$ cat config.mk
export PLATFORM = sky130hd
export DESIGN_NAME = safe_fsm
export DESIGN_NICKNAME = d
export VERILOG_FILES = /design/src/rtl/safe_pkg.sv /design/src/rtl/keypad_decoder.sv /design/src/rtl/safe_fsm.sv
export SDC_FILE = /design/constraint.sdc
export NUM_CORES = 1
export LEC_CHECK = 0
export BUFFER_PORTS_ARGS = -buffer_cell sky130_fd_sc_hd__buf_2
export CORE_UTILIZATION = 45
export CTS_BUF_LIST = sky130_fd_sc_hd__clkbuf_4 sky130_fd_sc_hd__clkbuf_8
export DETAILED_ROUTE_END_ITERATION = 12
export GPL_TIMING_DRIVEN = 0
export PLACE_DENSITY_LB_ADDON = 0.1
export SYNTH_ARGS = -nofsm -noshare
export SYNTH_HDL_FRONTEND = slang
export SYNTH_HIERARCHICAL = 1
export SYNTH_SLANG_ARGS = --single-unit
$ cat constraint.sdc
create_clock -name clk -period 5 [get_ports clk]
set_input_delay 1.5 -clock clk [delete_from_list [all_inputs] [get_ports clk]]
set_output_delay 1.5 -clock clk [all_outputs]
set_load 0.05 [all_outputs]
$ cat src/rtl/safe_pkg.sv
// Shared types and constants for the digital-safe controller.
package safe_pkg;

    // Controller state encoding as seen on the display; 3'b110 is unused.
    typedef enum logic [2:0] {
        S_OFF    = 3'b000,
        S_ON     = 3'b001,
        S_WRONG1 = 3'b010,
        S_WRONG2 = 3'b011,
        S_OPEN   = 3'b100,
        S_RESET  = 3'b101,
        S_LOCK   = 3'b111
    } state_e;

    // Key codes: digits 0..9 map to their own value.
    localparam logic [3:0] KEY_DIGIT_MAX = 4'h9;
    localparam logic [3:0] KEY_STAR      = 4'hA;
    localparam logic [3:0] KEY_HASH      = 4'hB;

    // Password / entry buffer geometry.
    localparam int PW_MAX_LEN = 6;
    localparam int PW_BITS    = 4 * PW_MAX_LEN;

    // Thermometer code of a digit count, filled from the MSB downward.
    function automatic logic [PW_MAX_LEN-1:0] thermo(input logic [2:0] n);
        logic [PW_MAX_LEN-1:0] t;
        t = '0;
        for (int i = 0; i < PW_MAX_LEN; i++) begin
            t[PW_MAX_LEN-1-i] = (i < int'(n));
        end
        return t;
    endfunction

    // Mask covering the low n nibbles of a packed password.
    function automatic logic [PW_BITS-1:0] len_mask(input logic [2:0] n);
        logic [PW_BITS-1:0] m;
        m = '0;
        for (int i = 0; i < PW_MAX_LEN; i++) begin
            m[i*4 +: 4] = (i < int'(n)) ? 4'hF : 4'h0;
        end
        return m;
    endfunction

endpackage

$ cat src/rtl/keypad_decoder.sv
// 4x3 keypad front end: synchronizes the raw lines, rejects ambiguous
// presses, debounces, and emits exactly one key event per press. Also
// produces a one-cycle pulse on the synchronized rising edge of the
// password-change button.
module keypad_decoder
    import safe_pkg::*;
#(
    parameter int DEBOUNCE_CYCLES = 100000
) (
    input  logic       clk,
    input  logic       init_n,
    input  logic [3:0] row_i,
    input  logic [2:0] col_i,
    input  logic       reset_password_i,
    output logic       key_valid_o,
    output logic [3:0] key_code_o,
    output logic       pw_rise_o
);

    localparam int             CW        = $clog2(DEBOUNCE_CYCLES + 1);
    localparam logic [CW-1:0]  DB_TARGET = CW'(DEBOUNCE_CYCLES);

    // Bit layout of the synchronizer: {reset_password, col[2:0], row[3:0]}
    logic [7:0]    sync1_q, sync2_q;
    logic          rp_prev_q;
    logic [CW-1:0] cnt_q, cnt_d;
    logic [3:0]    last_q, last_d;
    logic          fired_q, fired_d;
    logic          fire;
    logic          key_valid_q;
    logic [3:0]    key_code_q;
    logic          pw_rise_q;

    logic [3:0] row_s;
    logic [2:0] col_s;
    logic       rp_s;
    logic       key_ok;
    logic [1:0] row_idx, col_idx;
    logic [3:0] code;

    assign row_s  = sync2_q[3:0];
    assign col_s  = sync2_q[6:4];
    assign rp_s   = sync2_q[7];
    assign key_ok = $onehot(row_s) && $onehot(col_s);

    // Position of the single active row and column.
    always_comb begin
        // NOTE: every combinational output gets a default first so no path leaves it unassigned (no latch).
        row_idx = 2'd0;
        col_idx = 2'd0;
        case (row_s)
            4'b0010: row_idx = 2'd1;
            4'b0100: row_idx = 2'd2;
            4'b1000: row_idx = 2'd3;
            default: row_idx = 2'd0;
        endcase
        case (col_s)
            3'b010:  col_idx = 2'd1;
            3'b100:  col_idx = 2'd2;
            default: col_idx = 2'd0;
        endcase
    end

    // Map the (row, col) position onto a key code.
    always_comb begin
        code = 4'h0;
        if (row_idx == 2'd3) begin
            case (col_idx)
                2'd0:    code = KEY_STAR;
                2'd1:    code = 4'h0;
                default: code = KEY_HASH;
            endcase
        end else begin
            code = {2'b00, row_idx} * 4'd3 + {2'b00, col_idx} + 4'd1;
        end
    end

    // Debounce: count consecutive cycles of the same valid key, fire once on
    // reaching the target, and re-arm only after the keypad reads idle.
    always_comb begin
        cnt_d   = cnt_q;
        last_d  = last_q;
        fired_d = fired_q;
        fire    = 1'b0;
        if (!key_ok) begin
            cnt_d   = '0;
            fired_d = 1'b0;
        end else if (cnt_q == '0 || code != last_q) begin
            cnt_d  = {{(CW-1){1'b0}}, 1'b1};
            last_d = code;
        end else if (cnt_q != DB_TARGET) begin
            cnt_d = cnt_q + 1'b1;
        end
        if (key_ok && cnt_d == DB_TARGET && !fired_q) begin
            fire    = 1'b1;
            fired_d = 1'b1;
        end
    end

    // Synchronizers, debounce state and registered event outputs.
    always_ff @(posedge clk) begin
        // NOTE: sequential state uses non-blocking assignments so every flop samples pre-edge values.
        if (!init_n) begin
            sync1_q     <= '0;
            sync2_q     <= '0;
            rp_prev_q   <= 1'b0;
            cnt_q       <= '0;
            last_q      <= 4'h0;
            fired_q     <= 1'b0;
            key_valid_q <= 1'b0;
            key_code_q  <= 4'h0;
            pw_rise_q   <= 1'b0;
        end else begin
            sync1_q     <= {reset_password_i, col_i, row_i};
            sync2_q     <= sync1_q;
            rp_prev_q   <= rp_s;
            cnt_q       <= cnt_d;
            last_q      <= last_d;
            fired_q     <= fired_d;
            key_valid_q <= fire;
            key_code_q  <= code;
            pw_rise_q   <= rp_s & ~rp_prev_q;
        end
    end

    assign key_valid_o = key_valid_q;
    assign key_code_o  = key_code_q;
    assign pw_rise_o   = pw_rise_q;

endmodule

$ cat src/rtl/safe_fsm.sv
// Digital-safe controller: PIN entry buffer, stored password, attempt
// tracking, open / password-change / lockout states.
module safe_fsm
    import safe_pkg::*;
#(
    parameter int          DEBOUNCE_CYCLES = 100000,
    parameter logic [23:0] DEFAULT_PW      = 24'h001234,
    parameter int          DEFAULT_LEN     = 4
) (
    input  logic       clk,
    input  logic       initialize,
    input  logic       row1,
    input  logic       row2,
    input  logic       row3,
    input  logic       row4,
    input  logic       col1,
    input  logic       col2,
    input  logic       col3,
    input  logic       reset_password,
    output logic [5:0] password_led,
    output logic [2:0] state
);

    localparam logic [2:0]         DEF_LEN = 3'(DEFAULT_LEN);
    // Unused upper nibbles are forced to zero so they match a shifted-in entry.
    localparam logic [PW_BITS-1:0] DEF_PW  = DEFAULT_PW & len_mask(DEF_LEN);

    logic       key_valid;
    logic [3:0] key_code;
    logic       pw_rise;

    keypad_decoder #(
        .DEBOUNCE_CYCLES(DEBOUNCE_CYCLES)
    ) u_keypad (
        .clk              (clk),
        .init_n           (initialize),
        .row_i            ({row4, row3, row2, row1}),
        .col_i            ({col3, col2, col1}),
        .reset_password_i (reset_password),
        .key_valid_o      (key_valid),
        .key_code_o       (key_code),
        .pw_rise_o        (pw_rise)
    );

    state_e             state_q, state_d;
    logic [PW_BITS-1:0] buf_q, buf_d;
    logic [2:0]         cnt_q, cnt_d;
    logic [PW_BITS-1:0] pw_q, pw_d;
    logic [2:0]         len_q, len_d;
    logic [5:0]         led_q, led_d;

    logic               key_digit, key_star, key_hash;
    logic               can_append;
    logic [PW_BITS-1:0] buf_append;
    logic               entry_match;
    state_e             wrong_next;

    assign key_digit   = key_valid && (key_code <= KEY_DIGIT_MAX);
    assign key_star    = key_valid && (key_code == KEY_STAR);
    assign key_hash    = key_valid && (key_code == KEY_HASH);
    // Digits shift in at the bottom, so the first digit ends up highest.
    assign can_append  = (cnt_q < 3'(PW_MAX_LEN));
    assign buf_append  = {buf_q[PW_BITS-5:0], key_code};
    assign entry_match = (cnt_q == len_q) && (buf_q == pw_q);

    // Attempt ladder after a failed comparison.
    always_comb begin
        wrong_next = S_LOCK;
        case (state_q)
            S_ON:     wrong_next = S_WRONG1;
            S_WRONG1: wrong_next = S_WRONG2;
            default:  wrong_next = S_LOCK;
        endcase
    end

    // Next-state, entry-buffer and password-update logic.
    always_comb begin
        state_d = state_q;
        buf_d   = buf_q;
        cnt_d   = cnt_q;
        pw_d    = pw_q;
        len_d   = len_q;

        case (state_q)
            S_OFF: begin
                if (key_hash) state_d = S_ON;
            end
            S_ON, S_WRONG1, S_WRONG2: begin
                if (key_digit) begin
                    if (can_append) begin
                        buf_d = buf_append;
                        cnt_d = cnt_q + 3'd1;
                    end
                end else if (key_star) begin
                    buf_d = '0;
                    cnt_d = 3'd0;
                end else if (key_hash && cnt_q != 3'd0) begin
                    state_d = entry_match ? S_OPEN : wrong_next;
                end
            end
            S_OPEN: begin
                // The password-change button wins over a simultaneous key.
                if (pw_rise) begin
                    state_d = S_RESET;
                end else if (key_hash || key_star) begin
                    state_d = S_ON;
                end
            end
            S_RESET: begin
                if (key_digit) begin
                    if (can_append) begin
                        buf_d = buf_append;
                        cnt_d = cnt_q + 3'd1;
                    end
                end else if (key_star) begin
                    buf_d = '0;
                    cnt_d = 3'd0;
                end else if (key_hash && cnt_q != 3'd0) begin
                    pw_d    = buf_q;
                    len_d   = cnt_q;
                    state_d = S_ON;
                end
            end
            S_LOCK: begin
                state_d = S_LOCK;
            end
            default: begin
                state_d = S_OFF;
            end
        endcase

        // Any state change starts a fresh entry.
        if (state_d != state_q) begin
            buf_d = '0;
            cnt_d = 3'd0;
        end

        led_d = thermo(cnt_d);
    end

    // State, entry buffer, stored password and LED registers.
    always_ff @(posedge clk) begin
        if (!initialize) begin
            state_q <= S_OFF;
            buf_q   <= '0;
            cnt_q   <= 3'd0;
            pw_q    <= DEF_PW;
            len_q   <= DEF_LEN;
            led_q   <= 6'b000000;
        end else begin
            state_q <= state_d;
            buf_q   <= buf_d;
            cnt_q   <= cnt_d;
            pw_q    <= pw_d;
            len_q   <= len_d;
            led_q   <= led_d;
        end
    end

    assign state        = state_q;
    assign password_led = led_q;

endmodule

Yosys cells after proc, flatten, opt, wreduce, memory -nomap -nowiden
Index checks and enable logic that the tools add are counted.
Widths: inputs -> output; s select.
Storage, ports and cells
  output and inout bits: 9
  bits of input ports: 10
  register bits: 108
Cells by class
  muxes and demuxes: 30
  reduce and logical (&&, ||, !) cells: 22
  eq/ne operators: 25
  bitwise logic cells: 5
  add/subtract/negate cells: 9
  multipliers: 1
  magnitude comparators: 8
Operator list (number)
  $mux 24: 3
  $mux 17: 3
  $mux 3: 15
  $eq 24x24->1: 1
  $add 17x1->17 const B: 1
  $eq 17x17->1 const B: 1
  $logic_not 17->1: 1
  $ne 17x17->1 const B: 1
  $pmux 3 s5: 1
  $eq 3x3->1 const B: 4
  $eq 4x4->1 const B: 3
  $eq 3x2->1 const B: 3
  $logic_and 1x1->1: 8
  $pmux 4 s2: 1
  $add 1x1->2: 3
  $eq 3x1->1 const B: 2
  $lt 1x3->1 const A: 2
  $lt 2x3->1 const A: 2
  $lt 3x3->1 const A: 2
  $pmux 2 s3: 1
  $pmux 3 s2: 1
  $add 4x1->4 const B: 1
  $add 4x2->4: 1
  $eq 2x1->1 const B: 2
  other kinds (31): 37

Longest topological paths before layout
Gate-level depths: netlist of run 1.
  depth after elaboration: 14
  depth in mapped cells: 14

Cells and area by module
The synthesis of run 1 kept the hierarchy.
Modules (own cells, without submodules)
  safe_fsm: cells an instance 322, sequential area each 1241.2 um^2, area each 3021.6 um^2, instances 1
  keypad_decoder: cells an instance 253, sequential area each 900.9 um^2, area each 2285.9 um^2, instances 1

Worst setup path before layout of run 1
No wires, ideal clock.
  path kind: reg-to-reg
  from: register u_keypad.sync2_q[0]
  to: register u_keypad.last_q[1]
  cell stages (with the launch flop): 14
  path slack: 1.849 ns
  setup time: 0.121 ns
  data required time: 4.879 ns
  arrival: 3.030 ns
  path buffers: 0
  path through: dfxtp_1 inv_1 ha_1 mux2i_1 nor2_1 fa_1 inv_1 fa_1 xor2_1 or3_1 o211ai_1 a211oi_1 nor2b_1 mux2_2
Between the ends
  cells in the longest elaborated chain, start to end: 9
  elaborated cells on any way between the ends: 16
  classes of those cells: add/sub: 4; mul: 1; eq/ne: 6; mux: 2; reduce/logical: 3
Ends and longest elaborated chain
  start, declared: line keypad_decoder.sv:24  | logic [7:0] sync1_q, sync2_q;
  start signal, assigned: line keypad_decoder.sv:115  | sync2_q <= sync1_q;
  $eq 4x4->1 (tied with other cells): line keypad_decoder.sv:51  | case (row_s)
  $pmux 2 s3: line keypad_decoder.sv:51
  $mul 2x2->4: line keypad_decoder.sv:74  | code = {2'b00, row_idx} * 4'd3 + {2'b00, col_idx} + 4'd1;
  $add 4x2->4: line keypad_decoder.sv:74
  $add 4x1->4: line keypad_decoder.sv:74
  $mux 4: line keypad_decoder.sv:67  | if (row_idx == 2'd3) begin
  $ne 4x4->1: line keypad_decoder.sv:88  | end else if (cnt_q == '0 || code != last_q) begin
  $logic_or 1x1->1: line keypad_decoder.sv:88
  $reduce_and 2->1 (no source line)
  end signal, assigned: line keypad_decoder.sv:118  | last_q <= last_d;
  end, declared: line keypad_decoder.sv:27  | logic [3:0] last_q, last_d;
Several ways; a longest one is shown, not always the timed one.
A chain may end at the register's enable or synchronous reset.

Final worst setup path of run 1
  from: register u_keypad.sync2_q[0]
  to: register u_keypad.cnt_q[13]
Between the ends
  cells in the longest elaborated chain, start to end: 10
  elaborated cells on any way between the ends: 17
  classes of those cells: add/sub: 4; mul: 1; eq/ne: 6; mux: 4; reduce/logical: 2
Ends and longest elaborated chain
  $eq 4x4->1 (tied with other cells): line keypad_decoder.sv:51
  $pmux 2 s3: line keypad_decoder.sv:51
  $mul 2x2->4: line keypad_decoder.sv:74
  $add 4x2->4: line keypad_decoder.sv:74
  $add 4x1->4: line keypad_decoder.sv:74
  $mux 4: line keypad_decoder.sv:67
  $ne 4x4->1: line keypad_decoder.sv:88
  $logic_or 1x1->1: line keypad_decoder.sv:88
  $mux 17: line keypad_decoder.sv:88
  $mux 17 (*): line keypad_decoder.sv:85  | if (!key_ok) begin
  end signal, assigned: line keypad_decoder.sv:117  | cnt_q <= cnt_d;
  end, declared: line keypad_decoder.sv:26  | logic [CW-1:0] cnt_q, cnt_d;
Mark *: on every way between the ends. The rest lies on a longest branch, timed or not.

==> key figures, run 1 <==
Status
  • Status: completed

Critical path
  • Critical Path Start Type: flop
  • Crit path max fanout: 10
  • Worst r2r dst: u_keypad/cnt_q[13]$_SDFF_PN0_
  • Worst r2r src: u_keypad/sync2_q[0]$_SDFF_PN0_
  • Crit path buf inv count: 3
  • Worst reg2reg path depth: 14
  • Critical path class: flop to flop
  • Slowest stage cell, crit path: fa_1
  • R2R Setup Slk: 1.39 ns
  • Crit path cell chain: inv_1 > ha_1 > mux2i_1 > nor2_1 > fa_1 > inv_1 > fa_1 > nand2b_1 > and3_1 > o22ai_1 > a211oi_1 > nand3_1 > clkbuf_1 > nor2_1
  • Worst Path Arrival: 3.86 ns
  • Worst path required time: 5.25 ns
  • Top cell family by delay on the critical path: adder cells
  • CP max stage delay: 0.54 ns
  • Crit. End Element: flop

Timing
  • Final hold vios: 0
  • Minimum clock period: 3.61 ns
  • Final period utilization: 72.1%
  • Post-route setup TNS: 0 ns
  • Final Max Slew Viols: 0
  • Clock Skews: 0.00698 ns
  • Setup violators final: 0
  • Worst Tran Pin Value: 0.620 ns
  • Worst rel slew slack: 58.7%
  • RSZ-0062 raised after global routing: no
  • Final worst slack: 1.39 ns
  • Fmax: 277 MHz

Layout
  • Synthesis-to-finish area growth: 9.08%
  • Final nets: 630
  • Layout cell share with drive strength beyond 1: 10.8%
  • Ant diodes: 0

Hold path
  • Hold path depth: 1
  • Hold Path Origin: u_keypad/rp_prev_q$_SDFF_PN0_
  • Hold Crit Class: flop to flop
  • WHS Endpoint: u_keypad/pw_rise_o$_SDFF_PN0_

Floorplanning
  • Die ar.: 12200 um2
  • Num ports: 19
  • Core area: 11500 um2
  • Initial cell density of the core: 46.3%
  • Rows: 39
  • Die H: 111 um
  • Die X-Extent: 111 um

Routing
  • Post-DR wirelength/cell: 15.3 um
  • Routed WL: 11500 um
  • Via/cell ratio: 5.42
  • Pre-antenna DRT Iters: 4
  • Via count: 4074
  • Drc violations: 0
  • Iteration-0 DRC Markers: 144
  • Routed Antenna Nets: 0

CTS
  • Post-CTS sizing: 0
  • Worst-Skew Late Latency: 0.38 ns
  • Setup Fix Bufs, Post-CTS: 0
  • Inserted Clock Buffers: 9
  • Clock Path Buffers: 2
  • CTS Root Cell: clkbuf_8
  • H-tree depth: 3
  • Clk slew on worst S/H paths: 0.09 ns
  • TritonCTS clock tree: built
  • Clock Sinks: 107
  • CTS Hold Bufs: 0

Global route
  • Largest net degree at the start of global routing: 17
  • Initial antenna violation count: 0
  • GRT Util Overall: 20.2%
  • Total global routing overflow: 0
  • Number of global-route vias before repair: 4110
  • First-pass GRT wire length: 19600 um

Synth
  • Post-synth EDFFs: 0
  • Netlist cell types: 59
  • Synthesized Nets: 601
  • Most area-hungry cell type in the Yosys netlist: dfxtp_1
  • Post-synth top area share: 40.4%
  • Yosys reg bits: 107
  • Main synth FF type: dfxtp_1
  • Register area share after synthesis: 40.4%
  • Synth top area cells: dfxtp_1, xnor2_1, mux2i_1
  • Async S/R FF share, synth: 0%
  • Yosys warns: 6
  • Mapped cell area: 5310 um2
  • Post-synthesis average cell area: 9.23 um2
  • Post-Syn Instances: 575

Placement
  • Post-DP HPWL: 8490 um
  • Port bufs: 18
  • GPL Wtd Cong: 0.792
  • Pre-CTS WS: 1.39 ns

Run
  • Number of max-cap violations: 0

Power and ir drop
  • PD cells: 261 nW/um2
  • Peak supply drop: 0.291 mV
  • P_leak: 2.13 nW
[worst max-delay path by stage]
| stage | startpoint | endpoint | slack [ns] | cells past startpoint |
|---|---|---|---|---|
| 2_1_floorplan | u_keypad/sync2_q[0]$_SDFF_PN0_ | u_keypad/last_q[1]$_SDFFE_PN0P_ | 1.85 | 13 |
| 3_3_place_gp | u_keypad/sync2_q[0]$_SDFF_PN0_ | u_keypad/cnt_q[1]$_SDFF_PN0_ | 1.50 | 14 |
| 3_5_place_dp | u_keypad/sync2_q[0]$_SDFF_PN0_ | u_keypad/cnt_q[11]$_SDFF_PN0_ | 1.39 | 14 |
| 4_1_cts | u_keypad/sync2_q[0]$_SDFF_PN0_ | u_keypad/cnt_q[13]$_SDFF_PN0_ | 1.37 | 14 |
| 5_1_grt | u_keypad/sync2_q[1]$_SDFF_PN0_ | u_keypad/cnt_q[1]$_SDFF_PN0_ | 1.11 | 14 |
| 6_report | u_keypad/sync2_q[0]$_SDFF_PN0_ | u_keypad/cnt_q[13]$_SDFF_PN0_ | 1.39 | 14 |
[sequential cells by signal, indices dropped and copies added, names as in the netlist, 2 cells and up]
register             cells
state                    3
u_keypad/key_code_o      4
u_keypad/cnt_q          17
cnt_q                    2
password_led             6
u_keypad/sync2_q         8
u_keypad/sync1_q         8
buf_q                   24
u_keypad/last_q          4
len_q                    3
pw_q                    24
[per-stage QoR]
step	total power [mW]	instances	cell area [um2]	utilization (%)	hold WS, ns
after global placement	0.971	736	5580	48.6	0.371
after detailed placement	0.974	736	5580	48.6	0.372
final	1.51	752	5790	50.5	0.386
after CTS	1.54	752	5790	50.5	0.386
after global routing	1.58	752	5790	50.5	0.406
after floorplan	0.948	575	5310	-	0.367
[cells in the final DEF, fill, tap and decap left out, types with 3 or more instances in the layout]
cell type,Yosys,layout
a211oi_1,27,27
a21oi_1,12,12
and2_1,25,25
and3_1,6,6
and4_1,4,4
buf_2,9,27
buf_6,6,6
clkbuf_1,21,21
clkbuf_8,0,12
dfxtp_1,107,107
fa_1,4,4
ha_1,12,12
inv_1,26,26
mux2i_1,33,33
nand2_1,50,50
nand2b_1,3,3
nand3_1,16,16
nand4_1,34,34
nor2_1,25,25
nor2b_1,27,27
nor3_1,14,14
nor4_1,8,8
nor4b_1,3,3
o21a_1,3,3
o21ai_0,7,7
or3_1,3,3
xnor2_1,41,41
xor2_1,6,6
[layout make-up]
class | count | area [um2]
fillers | 1111 | 5680
clock buffers | 12 | 165
plain buffers | 39 | 211
well taps | 143 | 179
flip-flops and latches | 107 | 2140
multi-input cells | 403 | 2860
inverters | 26 | 97.6
repair buffers | 18 | 90.1
clock inverters | 4 | 47.5
[layer usage]
| metal | track usage, % | wire [um] | up-vias |
|---|---|---|---|
| met3 | 5.60 | 476 | 22 |
| met4 | 7.20 | 261 | 0 |
| met2 | 34.9 | 5640 | 72 |
| met5 | 0 | 0 | - |
| met1 | 23.8 | 5150 | 1912 |
| li1 | - | - | 2068 |
[power by group]
group	leakage, nW	switching [mW]	internal (mW)
sequential	0.866	0.00937	0.864
clock	0.108	0.288	0.271
combinational	1.16	0.0477	0.0327
[synthesized netlist by cell type, types with 3 or more instances]
| library cell | count |
|---|---|
| nor4_1 | 8 |
| nand2b_1 | 3 |
| nand2_1 | 50 |
| nor2b_1 | 27 |
| clkbuf_1 | 21 |
| xor2_1 | 6 |
| xnor2_1 | 41 |
| dfxtp_1 | 107 |
| and2_1 | 25 |
| a21oi_1 | 12 |
| buf_2 | 9 |
| nand3_1 | 16 |
| nor4b_1 | 3 |
| nor3_1 | 14 |
| fa_1 | 4 |
| a211oi_1 | 27 |
| and3_1 | 6 |
| mux2i_1 | 33 |
| ha_1 | 12 |
| inv_1 | 26 |
| and4_1 | 4 |
| nand4_1 | 34 |
| buf_6 | 6 |
| o21ai_0 | 7 |
| o21a_1 | 3 |
| or3_1 | 3 |
| nor2_1 | 25 |
[logic make-up after synthesis]
group | count (synthesis) | synth area share [%]
and+or+nand+nor | 233 | 24.8
DFF | 107 | 40.4
AOI/OAI and AO/OA | 73 | 10.5
buffers and inverters | 65 | 5.82
xor gates and xnor gates | 47 | 7.76
muxes | 34 | 6.44
adders and majority gates | 16 | 4.34
Power figures use the tool's default switching activity.
==> run 2: changes to the inputs <==
clock period = 3.3 ns   (was 5 ns; I/O delays follow)
==> key figures, run 2 (synthesized netlist as in run 1, its figures left out) <==
CTS
  • CTS Root Cell: clkbuf_8
  • TritonCTS clock tree: built
  • CTS Hold Bufs: 0 (unchanged)
  • Inserted Clock Buffers: 9 (unchanged)
  • Clk slew on worst S/H paths: 0.09 ns (about the same)
  • Clock Path Buffers: 2 (unchanged)
  • Worst-Skew Late Latency: 0.38 ns (about the same)
  • Clock Sinks: 107 (unchanged)
  • H-tree depth: 3 (unchanged)

Routing
  • Pre-antenna DRT Iters: 4 (unchanged)
  • Post-DR wirelength/cell: 15.5 um (+1.1%)
  • Via count: 4133 (+1.4%)
  • WL met3: 403 um (-15%)
  • Metal-1 WL: 5250 um (+2.1%)
  • WL met2: 5810 um (+3.0%)
  • Drc violations: 0 (unchanged)
  • Routed Antenna Nets: 0 (unchanged)
  • Routed WL: 11700 um (+2.0%)
  • Top Layer Used: met4
  • Iteration-0 DRC Markers: 141 (-2.1%)
  • Via/cell ratio: 5.45 (+0.65%)

Timing
  • Clock Skews: 0.00564 ns (-0.00134 ns)
  • Minimum clock period: 3.13 ns (-0.478 ns)
  • Fmax: 320 MHz (+15%)
  • Final Max Slew Viols: 0 (unchanged)
  • Worst Tran Pin Value: 0.618 ns (-0.00210 ns)
  • Final period utilization: 94.8% (+23 points)
  • Final hold vios: 0 (unchanged)
  • RSZ-0062 raised after global routing: yes
  • Worst rel slew slack: 58.8% (+0.14 points)
  • Setup violators final: 0 (unchanged)

Power and ir drop
  • Clock power frac: 36.7% (-0.3 points)
  • Sequential power share: 57.2% (-0.5 points)
  • P_sw: 0.532 mW (+54%)
  • Sw Share: 23.0% (+0.20 points)
  • Pint: 1.78 mW (+52%)
  • PD cells: 388 nW/um2 (+49%)
  • Peak supply drop: 0.441 mV (+52%)
  • Logic gate share of total power: 6.1% (+0.8 points)
  • P_leak: 2.19 nW (+2.8%)

Floorplanning
  • Die H: 111 um (unchanged)
  • Core area: 11500 um2 (unchanged)
  • Die X-Extent: 111 um (unchanged)
  • Num ports: 19 (unchanged)
  • Die ar.: 12200 um2 (unchanged)
  • Initial cell density of the core: 46.3% (unchanged)
  • Rows: 39 (unchanged)

Hold path
  • Hold Crit Class: flop to flop

Global route
  • Largest net degree at the start of global routing: 17 (unchanged)
  • Initial antenna violation count: 0 (unchanged)
  • First-pass GRT wire length: 19800 um (+1.1%)
  • Total global routing overflow: 0 (unchanged)
  • GRT Util Overall: 20.5% (+0.27 points)
  • Number of global-route vias before repair: 4144 (+0.83%)

Layout
  • Multi-input gate area: 2940 um2 (+2.8%)
  • Post-Layout Cell Count: 758 (+0.80%)
  • Most frequent cells in the layout: dfxtp_1, nand2_1, xnor2_1
  • Largest regs: buf_q x24, pw_q x24, u_keypad/cnt_q x17
  • Layout cell share with drive strength beyond 1: 15.4% (+4.6 points)
  • Fill cell count: 1088 (-2.1%)
  • Ant diodes: 0 (unchanged)
  • Synthesis-to-finish area growth: 12.2%
  • Seq. cell area: 2140 um2 (+0.12%)
  • Final nets: 636 (+0.95%)
  • Commonest non-fill, non-tap cell in the layout: dfxtp_1
  • Final instance area: 5960 um2 (+2.9%)

Critical path
  • Worst path required time: 3.62 ns (-1.63 ns)
  • Slowest stage cell, crit path: fa_1
  • CP max stage delay: 0.55 ns (about the same)
  • Crit. End Element: flop
  • Crit path cell chain: inv_4 > ha_2 > mux2i_1 > nor2_2 > fa_1 > inv_1 > fa_2 > xor2_2 > o21ai_1 > o211ai_1 > a211oi_2 > nand3_4 > buf_6 > nor3_2
  • Crit path max fanout: 6 (-4)
  • Critical Path Start Type: flop
  • Worst Path Arrival: 3.44 ns (-0.42 ns)
  • Critical path class: flop to flop
  • Top cell family by delay on the critical path: adder cells
  • Crit path buf inv count: 3 (unchanged)

Placement
  • Placed instance area: 5580 um2 (unchanged)
  • Post-DP HPWL: 8490 um (unchanged)
  • Port bufs: 18 (unchanged)
  • Cell Count Post-Placement: 736 (unchanged)
  • GPL Wtd Cong: 0.792 (unchanged)

Run
  • Number of max-cap violations: 0 (unchanged)

Status
  • Status: completed
==> run 2: metal layers <==
metal | global-route usage (%) | vias to the layer above
li1 | - | 2084
met1 | 24.1 | 1953
met2 | 35.4 | 72
met3 | 5.60 | 24
met4 | 7.73 | 0
met5 | 0 | -
==> run 2: final cells by class <==
type                       instances  share of cell area [%]
multi-input combinational        403                    49.3
clock inverter                     4                   0.798
sequential                       107                    36.0
tap                              143                    3.00
timing repair buffer              25                    2.75
clock buffer                      12                    2.77
buffer                            38                    3.68
inverter                          26                    1.68
==> run 2: power groups by stage <==
stage	Clock (mW)	Combinational, mW	Sequential (mW)
after detailed placement	0	0.123	1.35
after CTS	0.882	0.130	1.32
after global placement	0	0.119	1.35
after floorplan	0	0.0885	1.35
after global routing	0.932	0.158	1.33
final	0.848	0.140	1.32
==> run 2: final timing paths <==
path              cells after the start  slack, ns                            end                            from
setup / recovery                     14       0.17   u_keypad/cnt_q[2]$_SDFF_PN0_  u_keypad/sync2_q[0]$_SDFF_PN0_
hold reg to reg                       1       0.39  u_keypad/pw_rise_o$_SDFF_PN0_   u_keypad/rp_prev_q$_SDFF_PN0_
hold / removal                        1       0.39  u_keypad/pw_rise_o$_SDFF_PN0_   u_keypad/rp_prev_q$_SDFF_PN0_
setup reg to reg                     14       0.17   u_keypad/cnt_q[2]$_SDFF_PN0_  u_keypad/sync2_q[0]$_SDFF_PN0_
==> run 2: worst reg2reg max path, cell delays in order, from the launching register on <==
cell and delay (ns):
dfxtp_2 0.35, inv_4 0.05, ha_2 0.17, mux2i_1 0.15, nor2_2 0.08, fa_1 0.55
inv_1 0.06, fa_2 0.35, xor2_2 0.16, o21ai_1 0.13, o211ai_1 0.16, a211oi_2 0.36
nand3_4 0.18, buf_6 0.18, nor3_2 0.14
==> run 2: per-stage QoR <==
| stage | total power [mW] | setup slack, ns | utilization (%) | hold slack (ns) | setup TNS [ns] |
|---|---|---|---|---|---|
| after CTS | 2.33 | 0.0267 | 50.9 | 0.386 | 0 |
| after floorplan | 1.44 | 0.149 | - | 0.367 | 0 |
| after global routing | 2.42 | -0.0244 | 51.9 | 0.406 | -0.0489 |
| after detailed placement | 1.48 | -0.314 | 48.6 | 0.372 | -3.11 |
| final | 2.31 | 0.172 | 51.9 | 0.386 | 0 |
| after global placement | 1.47 | -0.198 | 48.6 | 0.371 | -1.98 |
==> run 2: timing repair <==
| action | 4_1_cts | 5_1_grt |
|---|---|---|
| setup buffers | 1 | 5 |
| pin swaps | 1 | 8 |
| cloned | 0 | 1 |
| setup endpoints to repair | 12 | 21 |
| resized for setup | 8 | 22 |
